File: config.mk
export PLATFORM = sky130hd
export DESIGN_NAME = count_monitor
export DESIGN_NICKNAME = d
export VERILOG_FILES = /design/src/rtl/count_monitor.sv
export SDC_FILE = /design/constraint.sdc
export NUM_CORES = 1
export LEC_CHECK = 0
export BUFFER_PORTS_ARGS = -buffer_cell sky130_fd_sc_hd__buf_4
export CAP_MARGIN = 20
export CORE_MARGIN = 2
export CORE_UTILIZATION = 60
export CTS_CLUSTER_SIZE = 12
export DETAILED_ROUTE_END_ITERATION = 10
export PLACE_DENSITY = 0.81
export SETUP_SLACK_MARGIN = 0.5
export SLEW_MARGIN = 20
export SYNTH_ARGS = -nofsm -noshare
export SYNTH_HDL_FRONTEND = slang
export SYNTH_SLANG_ARGS = --single-unit
File: constraint.sdc
create_clock -name clk -period 12.3 [get_ports clk]
set_input_delay 0.615 -clock clk [delete_from_list [all_inputs] [get_ports clk]]
set_output_delay 0.615 -clock clk [all_outputs]
set_load 0.1 [all_outputs]
File: src/rtl/count_monitor.sv
// rtl/count_monitor.sv - receive-side checker for an up/down counter's count bus
module count_monitor #(
    parameter int W      = 32,
    parameter int LOCK_N = 4,
    parameter int ECW    = 16
) (
    input  logic           clk,
    input  logic           rst,
    input  logic           en,
    input  logic [W-1:0]   count_in,
    output logic           dir,
    output logic           locked,
    output logic           step_ok,
    output logic           wrap,
    output logic           rst_seen,
    output logic           err,
    output logic           err_sticky,
    output logic [ECW-1:0] err_cnt
);

    localparam logic [0:0] S_IDLE  = 1'b0;
    localparam logic [0:0] S_TRACK = 1'b1;
    localparam logic [3:0] LOCK_V  = 4'(LOCK_N);

    logic [0:0]   state;
    logic [W-1:0] prev;
    logic [3:0]   run;

    logic [W-1:0] delta;
    logic         is_up;
    logic         is_dn;
    logic         same_dir;
    logic [3:0]   run_nxt;

    always_comb begin
        delta    = count_in - prev;
        is_up    = (delta == W'(1));
        is_dn    = (delta == {W{1'b1}});
        // a run only continues if a previous legal step exists and it went the same way
        same_dir = (run != 4'd0) && (dir == is_up);
        run_nxt  = 4'd1;
        if (same_dir)
            run_nxt = (run >= LOCK_V) ? LOCK_V : run + 4'd1;
    end

    always_ff @(posedge clk) begin
        if (rst) begin
            state      <= S_IDLE;
            prev       <= '0;
            run        <= '0;
            dir        <= 1'b0;
            locked     <= 1'b0;
            step_ok    <= 1'b0;
            wrap       <= 1'b0;
            rst_seen   <= 1'b0;
            err        <= 1'b0;
            err_sticky <= 1'b0;
            err_cnt    <= '0;
        end else begin
            step_ok  <= 1'b0;
            wrap     <= 1'b0;
            rst_seen <= 1'b0;
            err      <= 1'b0;
            if (en) begin
                prev <= count_in;
                if (state == S_IDLE) begin
                    state <= S_TRACK;
                end else if (is_up || is_dn) begin
                    step_ok <= 1'b1;
                    wrap    <= is_up ? (prev == {W{1'b1}}) : (prev == '0);
                    dir     <= is_up;
                    run     <= run_nxt;
                    locked  <= (run_nxt == LOCK_V);
                end else if (count_in == '0) begin
                    rst_seen <= 1'b1;
                    run      <= '0;
                    locked   <= 1'b0;
                end else begin
                    err        <= 1'b1;
                    err_sticky <= 1'b1;
                    if (err_cnt != {ECW{1'b1}})
                        err_cnt <= err_cnt + 1'b1;
                    run    <= '0;
                    locked <= 1'b0;
                end
            end
        end
    end

endmodule

## Yosys cells after proc, flatten, opt, wreduce, memory -nomap -nowiden

Cells that the tools add are included.

| storage, ports and cells | value |
|---|---|
| register bits after elaboration | 60 |
| input bits | 35 |

| cells by class | value |
|---|---|
| equal/unequal tests | 6 |
| add/sub/neg operators | 3 |
| reductions and logical operators | 12 |
| bitwise logic cells | 4 |
| multiplexer cells | 8 |
| order comparisons | 1 |

Operator list:

| cell | number |
|---|---|
| $eq A32 B32 Y1 const B | 2 |
| $logic_not A32 Y1 | 2 |
| $eq A32 B1 Y1 const B | 1 |
| $sub A32 B32 Y32 | 1 |
| $add A16 B1 Y16 const B | 1 |
| $ne A16 B16 Y1 const B | 1 |
| $mux W4 | 3 |
| $reduce_or A4 Y1 | 2 |
| $mux W1 | 5 |
| $reduce_and A5 Y1 | 1 |
| $add A4 B1 Y4 const B | 1 |
| $eq A4 B3 Y1 const B | 1 |
| $ge A4 B3 Y1 const B | 1 |
| $not A1 Y1 | 4 |
| $reduce_and A4 Y1 | 1 |
| $reduce_bool A4 Y1 | 1 |
| $reduce_and A3 Y1 | 1 |
| $reduce_or A3 Y1 | 1 |
| $reduce_and A2 Y1 | 1 |
| $eq A1 B1 Y1 | 1 |
| $logic_and A1 B1 Y1 | 1 |
| $logic_or A1 B1 Y1 | 1 |

## Longest topological paths before layout

Gate-level depths: netlist (run 1).

| logic depth | value |
|---|---|
| depth in word-level cells | 7 |
| mapped depth | 16 |

## Least setup slack after synthesis (run 1)

OpenSTA, ideal clock, no wires.

| timing | value |
|---|---|
| path type | input to register |
| start point | in count_in[0] |
| end point | reg err_cnt[0] |
| arrival time | 4.456 ns |
| stages | 16 |
| required time | 12.179 ns |
| setup time | 0.121 ns |
| path slack | 7.723 ns |
| path through | inv_1 ha_1 fa_1 nand2b_1 a211o_1 buf_6 a2111o_1 nand2_1 a221oi_1 o221a_2 or4b_2 or4b_4 o21ai_4 buf_6 nor2_1 mux2_4 |

| on the way | value |
|---|---|
| longest elaborated chain between the ends | 5 |

Ends and longest elaborated chain:

| element | RTL line | source |
|---|---|---|
| start: declaration | 10 | `input logic [W-1:0] count_in,` |
| $sub A32 B32 Y32 | 36 | `delta = count_in - prev;` |
| $eq A32 B1 Y1 or $eq A32 B32 Y1 (tied branches) | 37, 38 |  |
| $logic_or A1 B1 Y1 | 68 | `end else if (is_up \|\| is_dn) begin` |
| $not A1 Y1 (no line) | -- |  |
| $reduce_and A5 Y1 (no line) (*) | -- |  |
| end signal: assignment | 82 | `err_cnt <= err_cnt + 1'b1;` |
| end: declaration | 18 | `output logic [ECW-1:0] err_cnt` |

Mark *: on every way between the ends. The rest lies on a longest branch, timed or not.
A chain may end at the register's enable or synchronous reset.

## Worst setup path after layout (run 1)

| timing | value |
|---|---|
| start point | in count_in[0] |
| end point | reg err_cnt[11] |

Same word-level chain as after synthesis.

==> results.sh, run 1 <==
export IMPL_status="completed"
export IMPL_path_class="input pin to flip-flop"
export IMPL_drive_gt1_share_pct=11.15
export IMPL_fin_area_um2=6043
export IMPL_ys_seq_elements=60
export IMPL_start_kind="input pin"
export IMPL_drv_cap=0
export IMPL_syn_area_um2=5406
export IMPL_multi_input_area_um2=3889
export IMPL_htree_num_levels=3
export IMPL_cts_resized=0
export IMPL_p_leak_uw=0.002419
export IMPL_max_slew_margin_pct=55.82
export IMPL_cts_tree="done"
export IMPL_cts_root_buf="clkbuf_8"
export IMPL_routed_wl_met3_um=844
export IMPL_ant_nets=0
export IMPL_clock_latency_ps=330
export IMPL_detail_route_vias_per_cell=6.454
export IMPL_min_period_over_period_pct=39.14
export IMPL_antennaDiodeCount=0
export IMPL_yosysSeqAreaShare_pct=22.22
export IMPL_yosys_area_top_type="dfxtp_1"
export IMPL_fmax_mhz=207.7
export IMPL_numCtsBuffers=9
export IMPL_cpMaxStageDelayCell="or4b_2"
export IMPL_die_area_um2=9786
export IMPL_portBuffers=57
export IMPL_synthCells=728
export IMPL_yosysWarnings=0
export IMPL_critPathArrivalTime_ps=5030
export IMPL_clk_pin_slew_ps=70
export IMPL_pin_count=58
export IMPL_path_cells="buf_4 -> inv_1 -> ha_1 -> fa_1 -> nand2b_1 -> a211o_1 -> a2111o_1 -> a21o_1 -> a2111oi_2 -> o31ai_1 -> a21o_1 -> or4b_2 -> o21ai_4 -> nor4_1 -> mux2_1"
export IMPL_placed_area_um2=5841
export IMPL_cp_max_fo=26
export IMPL_dr_wl_met2_mm=7.078
export IMPL_grt_usage_pct=31.38
export IMPL_cts_setup_buffers=0
export IMPL_setup_viol=0
export IMPL_cp_data_required_time_ps=12520
export IMPL_synthTopCellsByCount="nor2_1, dfxtp_1, a21oi_1"
export IMPL_worst_setup_path_end_kind="flip-flop"
export IMPL_ys_top_cells_by_area="dfxtp_1, ha_1, mux2i_1, nor2_1, a21oi_1"
export IMPL_synth_edf_count=0
export IMPL_finalSetupTns_ps=0
export IMPL_drt_first_pass_iters=8
export IMPL_hold_ws_ps=447.0
export IMPL_grt_overflow=0
export IMPL_grt_max_degree=63
export IMPL_cts_sinks=60
export IMPL_peakVddDrop_uv=55.39
export IMPL_synthArstFlopShare_pct=0
export IMPL_skew_ps=11.15
export IMPL_first_iter_violations=337
export IMPL_grt_antenna_before_repair=0
export IMPL_grt_pass1_vias=5184
export IMPL_slew_viol_final=0
export IMPL_area_delta_synth_final_pct=11.78
export IMPL_p_per_area_nw_per_um2=100.1
export IMPL_worst_r2r_cell_count=13
export IMPL_synth_top_cell_area_share_pct=22.22
export IMPL_holdCritPathClass="flip-flop to flip-flop"
export IMPL_hpwl_mm=12.13
export IMPL_die_height_um=98.93
export IMPL_die_w_um=98.93
export IMPL_final_nets=838
export IMPL_synth_fp_nets=799
export IMPL_synth_most_common_cell="nor2_1"
export IMPL_finalHoldViolations=0
export IMPL_wl_per_cell_um=17.77
export IMPL_m1WireLength_mm=7.157
export IMPL_core_um2=8721
export IMPL_synth_cell_type_count=69
export IMPL_rsz0062_at_grt="false"
export IMPL_vias=5673
export IMPL_postCtsHoldBufs=0
export IMPL_n_fill_cell=707
export IMPL_top_layer_used="met4"
export IMPL_min_delay_path_depth=2
export IMPL_ys_flop_type="dfxtp_1"
export IMPL_cpMostUsedCell="a21o_1"
export IMPL_ff_latch_area_um2=1201
export IMPL_place_gp_congestion=0.9977
export IMPL_cp_slowest_stage_delay_ps=740
export IMPL_post_route_drc_count=0
export IMPL_final_min_clock_period_ps=4815
export IMPL_start_util_pct=61.99
export IMPL_routed_wirelength_mm=15.62
export IMPL_worst_slew_pin_slew_ps=661.0
export IMPL_grt_pass1_wl_mm=25.20
export IMPL_synth_avg_cell_area_um2=7.426
export IMPL_num_rows=34
export IMPL_cts_buffer_depth=2
worst max-delay path, delay by kind of cell:
kind | cells | cell delay [ps]
mux | 1 | 340
buf+inv | 2 | 140
fa+ha+maj | 2 | 600
compound gates | 7 | 2250
simple gates | 3 | 1080
report_power, final:
part	total [µW]	switching (µW)	internal, µW
sequential	210	8.07	202
clock	181	71.8	109
combinational	214	134	80.0
layout make-up:
class | count | share of cell area (%)
multi-input combinational | 589 | 64.35
sequential | 60 | 19.88
timing repair buffer | 57 | 7.081
inverter | 50 | 3.106
clock buffer | 14 | 2.857
tap | 108 | 2.236
clock inverter | 1 | 0.4969
per-stage QoR:
stage	instances	setup slack (ps)	power [µW]	utilization [%]
5_1_grt	879	7180	634.5	69.30
3_5_place_dp	864	7147	421.5	66.97
6_report	879	7485	605.0	69.30
4_1_cts	879	7486	600.0	69.30
2_1_floorplan	728	7723	365.9	-
3_3_place_gp	864	7244	418.7	66.97
path summary, 6_finish.rpt:
check                            startpoint  slack [ps]           to
worst max-delay path            count_in[0]        7490  err_cnt[11]
worst min-delay path             err_sticky         450   err_sticky
worst max register to register      prev[0]        7540  err_cnt[11]
worst min register to register   err_sticky         450   err_sticky
placed cells by master (no fill, tap or decap), types with 22 or more instances in the layout:
| cell type | Yosys | layout |
|---|---|---|
| nor2_1 | 90 | 90 |
| nand2_1 | 58 | 58 |
| inv_1 | 50 | 50 |
| mux2i_1 | 37 | 37 |
| o21ai_0 | 22 | 22 |
| nor4_1 | 28 | 28 |
| a21oi_1 | 59 | 59 |
| nand4_1 | 29 | 29 |
| dfxtp_1 | 60 | 60 |
| ha_1 | 35 | 35 |
| buf_4 | 0 | 57 |
state kept, by name (all words and copies together) (netlist names):
name        flops
dir             1
state           1
run             4
locked          1
wrap            1
prev           32
step_ok         1
err_cnt        16
err_sticky      1
rst_seen        1
err             1
cells by family (layout without fill, tap and decap cells):
logic type	after synthesis	after routing	share of synthesized area, %
AO/OA/AOI/OAI	174	174	21.59
multiplexers	46	46	8.864
XOR/XNOR	13	13	2.106
buffers and inverters	79	122	5.855
AND/OR/NAND/NOR	320	320	30.90
adder cells (fa/ha/maj)	36	36	8.470
flip-flops	60	60	22.22
metal layers:
layer / up-vias / GRT usage [%]
met4: 0 / 14.12
met3: 44 / 3.333
met2: 212 / 50.57
met5: - / 0
li1: 2788 / -
met1: 2629 / 42.35
Note: power is estimated with default switching activity, not from simulation.
==> run 2: changes to the inputs <==
--- a/config.mk
+++ b/config.mk
@@ -5,13 +5,14 @@
 export SDC_FILE = /design/constraint.sdc
 export NUM_CORES = 1
 export LEC_CHECK = 0
+export ABC_AREA = 1
 export BUFFER_PORTS_ARGS = -buffer_cell sky130_fd_sc_hd__buf_4
 export CAP_MARGIN = 20
 export CORE_MARGIN = 2
-export CORE_UTILIZATION = 60
+export CORE_UTILIZATION = 55
 export CTS_CLUSTER_SIZE = 12
 export DETAILED_ROUTE_END_ITERATION = 10
-export PLACE_DENSITY = 0.81
+export PLACE_DENSITY = 0.78
 export SETUP_SLACK_MARGIN = 0.5
 export SLEW_MARGIN = 20
 export SYNTH_ARGS = -nofsm -noshare
==> constraint.sdc (replaced) <==
create_clock -name clk -period 4.1 [get_ports clk]
set_input_delay 0.205 -clock clk [delete_from_list [all_inputs] [get_ports clk]]
set_output_delay 0.205 -clock clk [all_outputs]
set_load 0.1 [all_outputs]
==> run 2 against run 1 <==
Compared with the run above: routed wire length increased by 16%; utilization is 5.9 points lower; hold slack lost 350 ps; die area rose by 23%; critical path depth rose by 7; critical path type is now flip-flop to flip-flop; largest cell class unchanged; highest routed layer unchanged.
==> results.sh, run 2 <==
export IMPL_status="completed"
export IMPL_top_usage_layer="met2"
export IMPL_numCtsBuffers=9
export IMPL_cts_sinks=60
export IMPL_ys_top_cells_by_area="nand2_1, dfxtp_1, inv_1, nor2_1, ha_1"
export IMPL_detail_route_vias_per_cell=5.348
export IMPL_fin_area_um2=6898
export IMPL_synthTopCellsByCount="nand2_1, inv_1, nor2_1"
export IMPL_layout_commonest_cell="nand2_1"
export IMPL_largestRegisters="prev x32, err_cnt x16, run x4"
export IMPL_worst_r2r_cell_count=22
export IMPL_holdCritPathClass="input pin to flip-flop"
export IMPL_largest_register_ffs=32
export IMPL_layout_cells_non_filler=1303
export IMPL_max_slew_margin_pct=20.82
export IMPL_critPathArrivalTime_ps=3410
export IMPL_grt_pass1_wl_mm=28.48
export IMPL_rsz0062_at_grt="false"
export IMPL_final_min_clock_period_ps=3184
export IMPL_antennaDiodeCount=0
export IMPL_ys_flop_type="dfxtp_1"
export IMPL_path_cells="ha_1 -> fa_1 -> inv_1 -> nand2_1 -> nand2_1 -> nand3_2 -> nand2_2 -> nand2_2 -> nand2_2 -> nand2_1 -> nand3_1 -> nand2_2 -> nor2_1 -> nand2_1 -> nor2_1 -> nand3_2 -> nand2_1 -> nand2_1 -> nor2_2 -> nand2_1 -> nand2_1 -> a21oi_1"
export IMPL_worst_setup_path_end_kind="flip-flop"
export IMPL_worst_slew_pin_slew_ps=1181
export IMPL_start_kind="flip-flop"
export IMPL_num_rows=38
export IMPL_drv_cap=0
export IMPL_grtUsageMet1_pct=40.12
export IMPL_grt_pass1_vias=6049
export IMPL_crit_path_start="prev[0]"
export IMPL_cp_max_fo=5
export IMPL_cts_buffer_depth=2
export IMPL_die_height_um=109.7
export IMPL_cts_tree="done"
export IMPL_cpMaxStageDelayCell="fa_1"
export IMPL_core_um2=10890
export IMPL_placed_area_um2=6673
export IMPL_wl_per_cell_um=13.88
export IMPL_ant_nets=0
export IMPL_grt_usage_pct=30.17
export IMPL_postCtsHoldBufs=0
export IMPL_hold_path_startpoint="count_in[19]"
export IMPL_cpMostUsedCell="nand2_1"
export IMPL_grt_max_degree=67
export IMPL_min_period_over_period_pct=77.65
export IMPL_final_nets=1229
export IMPL_clk_pin_slew_ps=70
export IMPL_slew_viol_final=0
export IMPL_hpwl_mm=14.67
export IMPL_synth_avg_cell_area_um2=5.556
export IMPL_ys_seq_elements=60
export IMPL_clock_latency_ps=360
export IMPL_place_gp_congestion=0.9890
export IMPL_use_met2_pct=50.62
export IMPL_endpoint="run[0]"
export IMPL_synth_top_cell_area_share_pct=20.65
export IMPL_cp_data_required_time_ps=4320
export IMPL_post_route_drc_count=0
export IMPL_yosys_area_top_type="nand2_1"
export IMPL_peakVddDrop_uv=258.1
export IMPL_synth_cell_type_count=37
export IMPL_pin_count=58
export IMPL_synth_most_common_cell="nand2_1"
export IMPL_yosysSeqAreaShare_pct=19.55
export IMPL_cts_root_buf="clkbuf_8"
export IMPL_drt_first_pass_iters=5
export IMPL_yosysWarnings=0
export IMPL_synthArstFlopShare_pct=0
export IMPL_syn_area_um2=6145
export IMPL_path_class="flip-flop to flip-flop"
export IMPL_grt_overflow=0
export IMPL_largest_register="prev"
export IMPL_vias=6968
export IMPL_cp_slowest_stage_delay_ps=380
export IMPL_routed_wirelength_mm=18.08
export IMPL_cts_resized=0
export IMPL_first_iter_violations=647
export IMPL_die_area_um2=12030
export IMPL_r2r_setup_slack_ps=920
export IMPL_layout_cells_most_common_list="nand2_1, inv_1, nor2_1, nand3_1, dfxtp_1"
export IMPL_p_leak_uw=0.003583
export IMPL_synth_edf_count=0
export IMPL_skew_ps=8.819
export IMPL_htree_num_levels=3
export IMPL_drive_gt1_share_pct=11.09
export IMPL_fmax_mhz=314.1
export IMPL_cts_setup_buffers=0
export IMPL_grt_antenna_before_repair=0
export IMPL_finalSetupTns_ps=0
export IMPL_setup_viol=0
export IMPL_synth_fp_nets=1177
export IMPL_start_util_pct=56.44
export IMPL_portBuffers=57
export IMPL_dpl_cell_count=1287
export IMPL_met3_usage_pct=4.090
export IMPL_reg2reg_to="run[0]"
export IMPL_synthCells=1106
export IMPL_final_core_util_pct=63.35
export IMPL_p_per_area_nw_per_um2=281.2
export IMPL_area_delta_synth_final_pct=12.26
export IMPL_rr_startpoint="prev[0]"
export IMPL_die_w_um=109.7
export IMPL_finalHoldViolations=0
## run 2: cell types whose count changed after synthesis, sizes merged, moves of 13 or more
cell	previous run	this run
nand2	58	362
nor2	90	140
mux2i	37	0
or4	13	0
nor2b	13	0
inv	50	212
nand3	17	83
## run 2: cell families after synthesis
kind of cell	synth area share (%)
fa+ha+maj	7.453
compound gates	8.837
flops	19.55
buf+inv	14.36
simple gates	48.10
xor+xnor	1.710
## run 2: area by class of cell
| cell class | instances | area, µm² |
|---|---|---|
| inverter | 213 | 802.0 |
| clock buffer | 10 | 127.6 |
| fill | 1118 | 3990 |
| timing repair buffer | 57 | 427.9 |
| clock inverter | 6 | 88.84 |
| sequential | 60 | 1201 |
| multi-input combinational | 817 | 4075 |
| tap | 140 | 175.2 |
## run 2: critical path: cells and delay by family, from the launching register on
kind | cells | cell delay [ps]
AO/OA/AOI/OAI | 1 | 60
AND/OR/NAND/NOR | 18 | 1930
adder cells (fa/ha/maj) | 2 | 580
buffers and inverters | 1 | 130
flip-flops | 1 | 350
## run 2: power breakdown
part	switching (µW)	internal [µW]	total, µW
sequential	18.1	605	623
combinational	492	227	719
clock	255	342	597
## run 2: how the worst min path moves through the flow
| stage | end | slack, ps | cells past startpoint |
|---|---|---|---|
| finish | prev[19] | 100 | 3 |
| global route | prev[25] | 110 | 3 |
| CTS | prev[27] | 100 | 3 |
| detailed placement | err_sticky | 450 | 2 |
| global placement | state | 450 | 2 |
| floorplan | prev[15] | 340 | 2 |
## run 2: layer usage
layer  vias to the layer above  wire length, µm  part of all wire (%)
li1                       3590                -                     -
met1                      3121             8243                    46
met2                       226             8289                    46
met3                        31             1136                   6.3
met4                         0              414                   2.3
met5                         -                0                     0
## run 2: metrics by stage
stage	setup WS, ps	hold slack, ps	total power (µW)
after floorplan	1409	337.4	1155
after global placement	900.2	445.1	1334
after detailed placement	911.8	452.2	1339
after CTS	932.5	101.8	1931
after global routing	521.1	108.8	2056
final	916.5	101.1	1939
==> run 3: changes to the inputs <==
--- a/config.mk
+++ b/config.mk
@@ -9,10 +9,10 @@
 export BUFFER_PORTS_ARGS = -buffer_cell sky130_fd_sc_hd__buf_4
 export CAP_MARGIN = 20
 export CORE_MARGIN = 2
-export CORE_UTILIZATION = 55
+export CORE_UTILIZATION = 60
 export CTS_CLUSTER_SIZE = 12
 export DETAILED_ROUTE_END_ITERATION = 10
-export PLACE_DENSITY = 0.78
+export PLACE_DENSITY = 0.81
 export SETUP_SLACK_MARGIN = 0.5
 export SLEW_MARGIN = 20
 export SYNTH_ARGS = -nofsm -noshare
==> constraint.sdc (replaced) <==
create_clock -name clk -period 3.3 [get_ports clk]
set_input_delay 0.165 -clock clk [delete_from_list [all_inputs] [get_ports clk]]
set_output_delay 0.165 -clock clk [all_outputs]
set_load 0.1 [all_outputs]
==> run 3 against run 2 <==
Compared with the run above: non-clock buffer count up 18; largest power group unchanged; clock skew decreased by 0.90 ps; combinational power grew 53%; die area is 8.0% lower; flip-flop and latch count unchanged; utilization is 16 points higher; via count rose by 6.0%; sequential share of layout area fell by 2.0 points; sequential power is 25% higher; critical path depth up 2; hold slack got worse by 34 ps; count of clock-buffer cells in the layout unchanged.
==> results.sh, run 3 (synthesis results as in run 2) <==
export IMPL_clk_pin_slew_ps=80
export IMPL_numCtsBuffers=9
export IMPL_slew_viol_final=0
export IMPL_cpMostUsedCell="nand2_1"
export IMPL_vias=7389
export IMPL_ant_nets=0
export IMPL_rr_startpoint="prev[2]"
export IMPL_cp_slowest_stage_delay_ps=360
export IMPL_reg2reg_to="run[0]"
export IMPL_grt_max_degree=67
export IMPL_routed_wirelength_mm=20.46
export IMPL_finalHoldViolations=0
export IMPL_top_usage_layer="met2"
export IMPL_worst_setup_path_end_kind="flip-flop"
export IMPL_area_delta_synth_final_pct=28.14
export IMPL_postCtsHoldBufs=0
export IMPL_die_w_um=105.2
export IMPL_hold_path_startpoint="count_in[30]"
export IMPL_r2r_setup_slack_ps=460
export IMPL_wl_per_cell_um=15.54
export IMPL_min_period_over_period_pct=85.96
export IMPL_grt_usage_pct=34.72
export IMPL_rsz0062_at_grt="true"
export IMPL_pwr_share_comb_pct=41.8
export IMPL_largestRegisters="prev x32, err_cnt x16, run x4"
export IMPL_htree_num_levels=3
export IMPL_skew_ps=7.914
export IMPL_first_iter_violations=737
export IMPL_cpMaxStageDelayCell="dfxtp_2"
export IMPL_post_route_drc_count=0
export IMPL_timing_final_ws_setup_ps=463.4
export IMPL_peakVddDrop_uv=305.9
export IMPL_critPathArrivalTime_ps=3050
export IMPL_hpwl_mm=14.70
export IMPL_worst_slew_pin_slew_ps=671.0
export IMPL_grtUsageMet1_pct=44.36
export IMPL_antennaDiodeCount=0
export IMPL_holdCritPathClass="input pin to flip-flop"
export IMPL_pin_count=58
export IMPL_grt_pass1_wl_mm=31.13
export IMPL_largest_register_ffs=32
export IMPL_cp_max_fo=6
export IMPL_core_um2=9864
export IMPL_dp_slack_ps=111.2
export IMPL_p_clk_share_pct=28.8
export IMPL_use_met2_pct=59.63
export IMPL_p_sw_share_pct=40.06
export IMPL_die_area_um2=11070
export IMPL_p_int_uw=1580
export IMPL_cts_sinks=60
export IMPL_p_seq_share_pct=29.4
export IMPL_grt_pass1_vias=6545
export IMPL_setup_viol=0
export IMPL_grt_antenna_before_repair=0
export IMPL_die_height_um=105.2
export IMPL_min_to="prev[30]"
export IMPL_cp_data_required_time_ps=3520
export IMPL_p_per_area_nw_per_um2=334.8
export IMPL_portBuffers=57
export IMPL_layout_commonest_cell="nand2_1"
export IMPL_status="completed"
export IMPL_max_slew_margin_pct=54.85
export IMPL_path_cells="inv_1 -> ha_4 -> nand2_1 -> nand2_1 -> inv_2 -> nand2_4 -> nand2_2 -> nand2_2 -> nand2_1 -> nand2_1 -> nand2_1 -> nand2_1 -> inv_1 -> nand2_1 -> nor2_1 -> nand2_1 -> nor2_4 -> nand3_2 -> nand2_1 -> nand2_1 -> nor2_4 -> nand2_1 -> nand2_1 -> a21oi_1"
export IMPL_p_leak_uw=0.003806
export IMPL_met3_usage_pct=4.055
export IMPL_fmax_mhz=352.5
export IMPL_detail_route_vias_per_cell=5.610
export IMPL_drive_gt1_share_pct=22.89
export IMPL_start_util_pct=62.29
export IMPL_drt_first_pass_iters=6
export IMPL_cts_buffer_depth=2
export IMPL_cts_root_buf="clkbuf_8"
export IMPL_path_class="flip-flop to flip-flop"
export IMPL_num_rows=36
export IMPL_final_min_clock_period_ps=2837
export IMPL_clock_latency_ps=360
export IMPL_drv_cap=0
export IMPL_place_gp_congestion=0.9795
export IMPL_cts_tree="done"
export IMPL_start_kind="flip-flop"
export IMPL_worst_r2r_cell_count=24
export IMPL_p_switching_uw=1056
export IMPL_grt_overflow=0
export IMPL_layout_cells_most_common_list="nand2_1, inv_1, nor2_1, buf_4, nand3_1"
export IMPL_final_nets=1250
export IMPL_finalSetupTns_ps=0
export IMPL_largest_register="prev"
export IMPL_min_delay_path_depth=3
==> run 3: metrics by stage <==
| step | hold WS [ps] | cells | area, µm² | utilization [%] | power [µW] |
|---|---|---|---|---|---|
| after floorplan | 297.4 | 1106 | 6145 | - | 1435 |
| after global placement | 419.0 | 1281 | 6671 | 67.63 | 1656 |
| after detailed placement | 431.5 | 1281 | 6671 | 67.63 | 1663 |
| after CTS | 66.99 | 1309 | 7358 | 74.59 | 2496 |
| after global routing | 83.09 | 1317 | 7874 | 79.82 | 2769 |
| final | 66.81 | 1317 | 7874 | 79.82 | 2636 |
==> run 3: metal layers <==
layer | wire (µm) | part of all wire [%] | up-vias
li1 | - | - | 3635
met2 | 9775 | 48 | 345
met5 | 0 | 0 | -
met3 | 1437 | 7.0 | 66
met4 | 752 | 3.7 | 0
met1 | 8499 | 42 | 3343
==> run 3: area by class of cell <==
class                      instances  area [µm²]
sequential                        60        1215
tap                              133       166.4
clock buffer                      10       137.6
timing repair inverter             2       22.52
fill                             759        1991
inverter                         213       809.5
multi-input combinational        818        4861
timing repair buffer              75       575.6
clock inverter                     6       86.33
==> run 3: worst max-delay path by stage <==
stage | slack [ps] | startpoint | cells after the start | end
global placement | 160 | count_in[0] | 26 | err_cnt[4]
finish | 460 | prev[2] | 24 | run[0]
floorplan | 610 | err_cnt[0] | 9 | err_cnt[10]
global route | 270 | prev[3] | 22 | run[2]
CTS | 480 | prev[0] | 21 | locked
detailed placement | 110 | count_in[0] | 26 | err_cnt[4]
==> run 3: power groups by stage <==
| stage | clock (µW) | sequential [µW] | combinational [µW] |
|---|---|---|---|
| floorplan | 0 | 805 | 630 |
| global placement | 0 | 789 | 867 |
| detailed placement | 0 | 789 | 874 |
| CTS | 760 | 773 | 963 |
| global route | 790 | 779 | 1200 |
| finish | 759 | 776 | 1100 |
==> run 3: critical path, delay by kind of cell, from the launching register on <==
family	cells	cell delay, ps
compound gates	1	50
fa+ha+maj	1	260
buf+inv	3	310
flops	1	360
simple gates	19	1710
==> run 3: repair_timing <==
action,in CTS,in global routing
cloned,3,0
gates resized for setup,89,101
endpoints found under the setup margin,25,26
pin swaps,24,24
setup buffers,9,8
